### src/rtl/hd_pkg.sv
// Shared hyperdimensional-classifier constants and the search FSM state type.
// Values here are the default build; the search controller exposes them as
// overridable parameters.
package hd_pkg;

    localparam int NUM_CLASSES = 26;
    localparam int Dhv_SIZE    = 4000;
    localparam int CHUNK_WIDTH = 16;
    localparam int W           = Dhv_SIZE / CHUNK_WIDTH;

    typedef enum logic [1:0] {
        CS_IDLE  = 2'd0,
        CS_SCAN  = 2'd1,
        CS_DRAIN = 2'd2,
        CS_HOLD  = 2'd3
    } cs_state_t;

endpackage

### src/rtl/class_search_controller_xnor_popcount.sv
// Per-chunk binary Hamming similarity: number of bit positions where the
// query word and the class word agree (popcount of XNOR). Purely combinational.
module xnor_popcount #(
    parameter int CHUNK_WIDTH = 16,
    parameter int CNT_W       = $clog2(CHUNK_WIDTH) + 1
) (
    input  logic [CHUNK_WIDTH-1:0] a_i,
    input  logic [CHUNK_WIDTH-1:0] b_i,
    output logic [CNT_W-1:0]       cnt_o
);

    logic [CHUNK_WIDTH-1:0] agree;

    // Count agreeing bit positions
    always_comb begin
        agree = ~(a_i ^ b_i);
        cnt_o = '0;
        for (int i = 0; i < CHUNK_WIDTH; i++) begin
            cnt_o = cnt_o + CNT_W'(agree[i]);
        end
    end

endmodule

### src/rtl/class_search_controller.sv
// Associative-search controller: walks every class hypervector against the
// encoded query chunk by chunk, accumulates Hamming similarity per class,
// keeps the running argmax and offers the winner on a valid/ready handshake.
// Optional feature macro: CLASS_SEARCH_REJECT_EN (adds result_reject).
module class_search_controller #(
    parameter int NUM_CLASSES     = hd_pkg::NUM_CLASSES,
    parameter int Dhv_SIZE        = hd_pkg::Dhv_SIZE,
    parameter int CHUNK_WIDTH     = hd_pkg::CHUNK_WIDTH,
    parameter int CLA_ADDR_WIDTH  = 13,
    parameter int QRY_ADDR_WIDTH  = 8,
    parameter int SCORE_WIDTH     = 12,
    parameter int CLASS_IDX_WIDTH = 5
`ifdef CLASS_SEARCH_REJECT_EN
    , parameter int REJECT_THRESHOLD = 2200
`endif
) (
    input  logic                       clk,
    input  logic                       reset_in,
    input  logic                       start,
    output logic [QRY_ADDR_WIDTH-1:0]  query_addr,
    input  logic [CHUNK_WIDTH-1:0]     query_data,
    output logic [CLA_ADDR_WIDTH-1:0]  class_addr,
    input  logic [CHUNK_WIDTH-1:0]     class_data,
    output logic                       busy,
    output logic                       result_valid,
    input  logic                       result_ready,
    output logic [CLASS_IDX_WIDTH-1:0] result_class,
    output logic [SCORE_WIDTH-1:0]     result_score
`ifdef CLASS_SEARCH_REJECT_EN
    , output logic                     result_reject
`endif
);

    import hd_pkg::*;

    localparam int WORDS = Dhv_SIZE / CHUNK_WIDTH;
    localparam int CNT_W = $clog2(CHUNK_WIDTH) + 1;

    localparam logic [QRY_ADDR_WIDTH-1:0]  W_LAST = QRY_ADDR_WIDTH'(WORDS - 1);
    localparam logic [CLASS_IDX_WIDTH-1:0] C_LAST = CLASS_IDX_WIDTH'(NUM_CLASSES - 1);
    localparam logic [CLA_ADDR_WIDTH-1:0]  W_STEP = CLA_ADDR_WIDTH'(WORDS);

    cs_state_t                  state_q, state_d;
    logic [QRY_ADDR_WIDTH-1:0]  w_q, w_d;
    logic [CLASS_IDX_WIDTH-1:0] c_q, c_d;
    logic [CLA_ADDR_WIDTH-1:0]  base_q, base_d;

    logic                       vld_p0, vld_p1;
    logic [QRY_ADDR_WIDTH-1:0]  w_p0, w_p1;
    logic [CLASS_IDX_WIDTH-1:0] c_p0, c_p1;

    logic [CNT_W-1:0]           chunk_cnt;
    logic [SCORE_WIDTH-1:0]     acc_q;
    logic [SCORE_WIDTH-1:0]     best_q;
    logic [CLASS_IDX_WIDTH-1:0] best_idx_q;

    logic class_done;
    logic last_done;
    logic take_new;

    // Next-state logic: FSM plus (class, word) issue counters; class base
    // advances by WORDS on each class wrap so no multiplier is needed
    always_comb begin
        state_d = state_q;
        w_d     = w_q;
        c_d     = c_q;
        base_d  = base_q;
        case (state_q)
            CS_IDLE: begin
                if (start) state_d = CS_SCAN;
            end
            CS_SCAN: begin
                if (w_q == W_LAST) begin
                    w_d = '0;
                    if (c_q == C_LAST) begin
                        c_d     = '0;
                        base_d  = '0;
                        state_d = CS_DRAIN;
                    end else begin
                        c_d    = c_q + CLASS_IDX_WIDTH'(1);
                        base_d = base_q + W_STEP;
                    end
                end else begin
                    w_d = w_q + QRY_ADDR_WIDTH'(1);
                end
            end
            CS_DRAIN: begin
                if (last_done) state_d = CS_HOLD;
            end
            CS_HOLD: begin
                if (result_ready) state_d = CS_IDLE;
            end
            default: state_d = CS_IDLE;
        endcase
    end

    // Control registers: FSM, issue counters and pipeline valids
    always_ff @(posedge clk) begin
        if (!reset_in) begin
            state_q <= CS_IDLE;
            w_q     <= '0;
            c_q     <= '0;
            base_q  <= '0;
            vld_p0  <= 1'b0;
            vld_p1  <= 1'b0;
        end else begin
            state_q <= state_d;
            w_q     <= w_d;
            c_q     <= c_d;
            base_q  <= base_d;
            vld_p0  <= (state_q == CS_SCAN);
            vld_p1  <= vld_p0;
        end
    end

    // Issue tags ride alongside the RAM read latency; qualified by vld_pN
    always_ff @(posedge clk) begin
        w_p0 <= w_q;
        c_p0 <= c_q;
        w_p1 <= w_p0;
        c_p1 <= c_p0;
    end

    // ---- stage p0 -> p1: RAM data valid, score chunk and accumulate ----
    xnor_popcount #(
        .CHUNK_WIDTH (CHUNK_WIDTH),
        .CNT_W       (CNT_W)
    ) u_xnor_popcount (
        .a_i   (query_data),
        .b_i   (class_data),
        .cnt_o (chunk_cnt)
    );

    // Accumulator restarts on the first word of each class
    always_ff @(posedge clk) begin
        if (!reset_in) begin
            acc_q <= '0;
        end else if (vld_p0) begin
            if (w_p0 == '0) acc_q <= SCORE_WIDTH'(chunk_cnt);
            else            acc_q <= acc_q + SCORE_WIDTH'(chunk_cnt);
        end
    end

    // ---- stage p1 -> p2: completed class sum against running best ----
    assign class_done = vld_p1 && (w_p1 == W_LAST);
    assign last_done  = class_done && (c_p1 == C_LAST);
    // Strictly greater keeps the lowest index on ties; class 0 seeds best
    assign take_new   = (c_p1 == '0) || (acc_q > best_q);

    // Running argmax
    always_ff @(posedge clk) begin
        if (!reset_in) begin
            best_q     <= '0;
            best_idx_q <= '0;
        end else if (class_done && take_new) begin
            best_q     <= acc_q;
            best_idx_q <= c_p1;
        end
    end

`ifdef CLASS_SEARCH_REJECT_EN
    logic [SCORE_WIDTH-1:0] best_next;
    logic                   reject_q;

    assign best_next = take_new ? acc_q : best_q;

    // Reject flag is registered together with the rise of result_valid
    always_ff @(posedge clk) begin
        if (!reset_in) begin
            reject_q <= 1'b0;
        end else if (state_q == CS_DRAIN && last_done) begin
            reject_q <= (best_next < SCORE_WIDTH'(REJECT_THRESHOLD));
        end else if (state_q == CS_HOLD && result_ready) begin
            reject_q <= 1'b0;
        end
    end

    assign result_reject = reject_q;
`endif

    assign query_addr   = w_q;
    assign class_addr   = base_q + CLA_ADDR_WIDTH'(w_q);
    assign busy         = (state_q != CS_IDLE);
    assign result_valid = (state_q == CS_HOLD);
    assign result_class = best_idx_q;
    assign result_score = best_q;

endmodule

### config.mk
export PLATFORM = sky130hd
export DESIGN_NAME = class_search_controller
export DESIGN_NICKNAME = d
export VERILOG_FILES = /design/src/rtl/hd_pkg.sv /design/src/rtl/class_search_controller_xnor_popcount.sv /design/src/rtl/class_search_controller.sv
export SDC_FILE = /design/constraint.sdc
export NUM_CORES = 1
export LEC_CHECK = 0
export CORE_UTILIZATION = 48
export DETAILED_ROUTE_END_ITERATION = 10
export GPL_ROUTABILITY_DRIVEN = 0
export GPL_TIMING_DRIVEN = 0
export PLACE_DENSITY = 0.76
export SLEW_MARGIN = 5
export SYNTH_ARGS = -nofsm -noshare
export SYNTH_HDL_FRONTEND = slang
export SYNTH_SLANG_ARGS = --single-unit
export TNS_END_PERCENT = 5
### constraint.sdc
create_clock -name clk -period 5.85 [get_ports clk]
set_input_delay 1.17 -clock clk [delete_from_list [all_inputs] [get_ports clk]]
set_output_delay 1.17 -clock clk [all_outputs]
set_load 0.02 [all_outputs]
Yosys cells after proc, flatten, opt, wreduce, memory -nomap -nowiden --
Index checks and enable logic that the tools add are counted. W data, S select, Z words.
Operators by class: add/sub/neg operators 20, order comparisons 1, equal/unequal tests 12, muxes and demuxes 10, bitwise operators 2, reductions and logical operators 10
Operators with widths (count):
- $add A5 B1 Y5 | 14
- $eq A8 B8 Y1 const B | 2
- $not A16 Y16 | 1
- $xor A16 B16 Y16 | 1
- $add A13 B8 Y13 | 1
- $add A13 B8 Y13 const B | 1
- $mux W13 | 1
- $add A12 B5 Y12 | 1
- $gt A12 B12 Y1 | 1
- $mux W12 | 1
- $eq A5 B5 Y1 const B | 2
- $mux W2 | 5
- $add A8 B1 Y8 const B | 1
- $logic_not A8 Y1 | 1
- $mux W8 | 1
- $ne A2 B2 Y1 const B | 4
- $pmux W2 S4 | 1
- $add A5 B1 Y5 const B | 1
- $logic_not A5 Y1 | 1
- $mux W5 | 1
- $reduce_and A5 Y1 | 1
- $eq A2 B2 Y1 const B | 2
- $logic_and A1 B1 Y1 | 3
- $add A1 B1 Y2 | 1
- other kinds (6) | 6
Storage, ports and cells: register bits 85, input port bits 36, output and inout bits 40, logic and storage cells 68

Depth between registers and ports, before layout --
depth after elaboration 19, gate-level depth with buffers 20, gate-level depth less buffers 20

By module --
From an unflattened synthesis, not the netlist that was laid out.
Unflattened totals: cells, all modules 498, area total of the unflattened synthesis 4568.1 µm²
By module, submodules not included:
- class_search_controller | instances 1, cells each 449, area an instance 4072.7 µm², sequential area each 1681.6 µm²
- xnor_popcount | instances 1, cells each 49, area an instance 495.5 µm², sequential area each 0.0 µm²

Worst setup path before layout --
No wires, ideal clock.
kind input port to flip-flop, from input port query_data[0], to register acc_q[11], library setup time 0.121 ns, data arrival time 5.811 ns, data required time 5.729 ns, path slack -0.081 ns, stages 18, path buffers 0, path through xnor2_1 ha_1 inv_1 fa_1 fa_1 fa_1 inv_1 fa_1 fa_1 inv_1 fa_1 inv_1 ha_1 a21o_1 a21oi_1 o21a_1 nor3_1 mux2_2
On the way: longest elaborated chain between the ends 19
RTL lines:
- start: declaration | RTL line class_search_controller.sv:21 | input logic [CHUNK_WIDTH-1:0] query_data,
- $xor A16 B16 Y16 | RTL line class_search_controller_xnor_popcount.sv:16 | agree = ~(a_i ^ b_i);
- $not A16 Y16 | RTL line class_search_controller_xnor_popcount.sv:16
- $add A1 B1 Y2 | RTL line class_search_controller_xnor_popcount.sv:19 | cnt_o = cnt_o + CNT_W'(agree[i]);
- $add A5 B1 Y5 (14 in series) | RTL line class_search_controller_xnor_popcount.sv:19
- $add A12 B5 Y12 | RTL line class_search_controller.sv:140 | else acc_q <= acc_q + SCORE_WIDTH'(chunk_cnt);
- $mux W12 | RTL line class_search_controller.sv:139 | if (w_p0 == '0) acc_q <= SCORE_WIDTH'(chunk_cnt);
- end signal: assignment | RTL line class_search_controller.sv:139
- end signal: assignment | RTL line class_search_controller.sv:140
- end: declaration | RTL line class_search_controller.sv:53 | logic [SCORE_WIDTH-1:0] acc_q;
No other way between the ends. A chain may end at the register's enable or synchronous reset.

Worst setup path in the final report --
from input port class_data[1], to register acc_q[7]
On the way: longest elaborated chain between the ends 19
RTL lines:
- start: declaration | RTL line class_search_controller.sv:23 | input logic [CHUNK_WIDTH-1:0] class_data,
- $xor A16 B16 Y16 | RTL line class_search_controller_xnor_popcount.sv:16
- $not A16 Y16 | RTL line class_search_controller_xnor_popcount.sv:16
- $add A1 B1 Y2 | RTL line class_search_controller_xnor_popcount.sv:19
- $add A5 B1 Y5 (14 in series) | RTL line class_search_controller_xnor_popcount.sv:19
- $add A12 B5 Y12 | RTL line class_search_controller.sv:140
- $mux W12 | RTL line class_search_controller.sv:139
No other way between the ends.

==> results.cfg <==
[grt]
grt_pass1_vias = 3457
grt_pass1_wl_um = 15820
grt_overflow = 0
grt_max_degree = 18
grt_use_total = 0.2032
antenna_found_initial = 0

[yosys]
synth_cells = 470
synth.most_common_cell = dfxtp_1
synth_top_cell_by_area = dfxtp_1
synth_top_area_frac = 0.3753
syn_area_um2 = 4481
synthTopCellsByCount = dfxtp_1, nand2_1, ha_1
synth_cell_types = 53
synth-seq-cells = 84
synth_edf_count = 0
yosysSeqAreaShare = 0.3753
post_synth_main_area_contributors = dfxtp_1, ha_1, xnor2_1
ys_warn_count = 0
synth_area_per_cell_um2 = 9.533
async_flop_share = 0
synth_nets = 556
synth-main-ff-cell = dfxtp_1

[clock_network]
cts_max_level = 3
cts-root-buf = clkbuf_8
ctsHoldBuffers = 0
cts_tree = yes
numCtsBuffers = 9
clock_latency_ns = 0.36
clk_pin_slew_ns = 0.10
cts.sinks = 84
ctsLongestPathBuffers = 2

[critical_path]
worstPathArrival_ns = 6.05
path_class = input pin to register
r2r-start = state_q[1]
reg2reg_depth = 7
crit_fanout = 5
reg2reg_to = base_q[6]
rrSetupSlack_ns = 3.47
crit_end = acc_q[7]
crit_path_end_kind = register
cp-start-kind = input pin
crit_start = class_data[1]
worstPathRequired_ns = 6.15

[routing]
drcViolationCount = 0
routed_wl_um = 9908
dr.pass1.iters = 4
drtIter0Drc = 85
antenna_left = 0
vias_per_cell = 5.254
wl_per_cell_um = 14.74
vias = 3531

[timing]
finalCriticalPeriod_ns = 5.747
slew_violations = 0
rsz0062_at_grt = yes
hold_viol = 0
setup_viol = 0
max-slew-margin-rel = 0.5265
finClkSkew_ns = 0.01305
tightest_slew_ns = 0.7038
fmaxAchievable_ghz = 0.1740
period_share = 0.9823

[floorplan]
start_util = 0.5039
rows = 34
die_w_um = 98.62
core_area_um2 = 8891
die_h_um = 98.62
num_io_pins = 76
die-area_um2 = 9725

[cells_and_area]
drive_above_1_share = 0.1152
n_antenna_cell = 0
syn_to_final_growth_pct = 28.82
nets = 645
postLayoutCoreUtil = 0.6492
final_cell_count_no_fill = 672

[outcome]
outcome = finished clean

[power]
peakVddDrop_uv = 228.2
p_leak_nw = 2.346
p_per_area_nw_per_um2 = 356.4

[placement]
place_inst = 653
dp_hpwl_um = 7351
io_buffers = 75

[run]
cap_violations = 0

[worst_hold_path]
min_path_type = register to register
min-delay-start = c_p0[0]
==> area by class of cell <==
| type | instances | area, um2 |
|---|---|---|
| fillers | 710 | 3119 |
| multi-input cells | 335 | 2706 |
| flip-flops and latches | 84 | 1682 |
| repair buffers | 78 | 810.8 |
| inverters | 37 | 138.9 |
| well taps | 108 | 135.1 |
| clock buffers | 9 | 123.9 |
| clock inverters | 7 | 95.09 |
| plain buffers | 14 | 80.08 |
==> cell usage in the layout (no fill, tap or decap), drive strengths merged, types with 3 or more instances in the layout <==
master	n
dfxtp	84
clkdlybuf4s50	61
nand2	60
inv	40
ha	39
xnor2	32
nor2	28
a21oi	22
mux2i	21
xor2	19
clkbuf	17
o21ai	14
buf	13
nand4	12
fa	11
dlymetal6s2s	10
or3	7
nand3	6
nor4	6
a21o	5
o31ai	5
or4	5
nor2b	4
nor3	4
o211ai	3
a21boi	3
o21bai	3
and3	3
==> per-layer routing <==
layer,track usage,vias up,share of wire
li1,-,1783,-
met2,0.3651,51,0.53
met4,0.06544,0,0.014
met5,0,-,0
met3,0.04043,17,0.033
met1,0.2435,1680,0.43
==> logic make-up (layout without fill, tap and decap cells) <==
family / after synthesis / in the layout / synth area share
XOR/XNOR: 51 / 51 / 0.09969
multiplexers: 22 / 22 / 0.04943
AO/OA/AOI/OAI: 68 / 68 / 0.09718
buffers and inverters: 51 / 145 / 0.04887
AND/OR/NAND/NOR: 144 / 144 / 0.1715
flip-flops: 84 / 84 / 0.3753
adder cells (fa/ha/maj): 50 / 50 / 0.1581
==> flip-flops by register name, summed over array words and instances (netlist names) <==
name          count
w_p1              8
query_addr        8
acc_q            12
c_p1              5
base_q           12
result_class      5
c_p0              5
state_q           2
vld_p0            1
result_score     12
w_p0              8
vld_p1            1
c_q               5
==> through the flow <==
stage	TNS [ns]	hold WS, ns	setup slack [ns]	instance area (um2)	power [W]
final	0	0.3318	0.1033	5772	0.002057
after global routing	-0.07973	0.3504	-0.02540	5772	0.002215
after CTS	0	0.3388	0.08774	5607	0.001965
after detailed placement	-5.390	0.3168	-0.6477	5373	0.001504
after global placement	-4.907	0.3114	-0.6033	5373	0.001466
after floorplan	0	0.3096	0.008848	4487	0.001304
==> critical path, stage by stage <==
cell and delay (ns):
buf_8 0.11, xnor2_4 0.14, ha_4 0.27, inv_2 0.03
fa_1 0.55, fa_1 0.46, fa_1 0.57, inv_2 0.04
fa_1 0.57, fa_2 0.23, inv_2 0.04, fa_2 0.53
inv_2 0.06, ha_4 0.25, a21o_1 0.11, a21oi_2 0.06
o21a_2 0.24, or4_4 0.49, a21oi_2 0.14
==> report_power, final <==
part / total (W) / internal, W / switching, W
combinational: 0.000955 / 0.000457 / 0.000498
clock: 0.000447 / 0.000210 / 0.000237
sequential: 0.000656 / 0.000611 / 0.0000442
==> what timing repair did <==
action	CTS	global route
endpoints found under the setup margin	8	7
buffers inserted	2	1
pin swaps	14	22
gates resized for setup	7	45
==> how the worst min path moves through the flow <==
stage | slack (ns) | to | depth (start not counted)
final | 0.33 | c_p1[0] | 0
after CTS | 0.34 | c_p1[2] | 0
after global placement | 0.31 | c_p1[1] | 0
after detailed placement | 0.32 | c_p1[4] | 0
after global routing | 0.35 | c_p1[2] | 0
after floorplan | 0.31 | c_p1[0] | 0
Note: power is estimated with default switching activity, not from simulation.
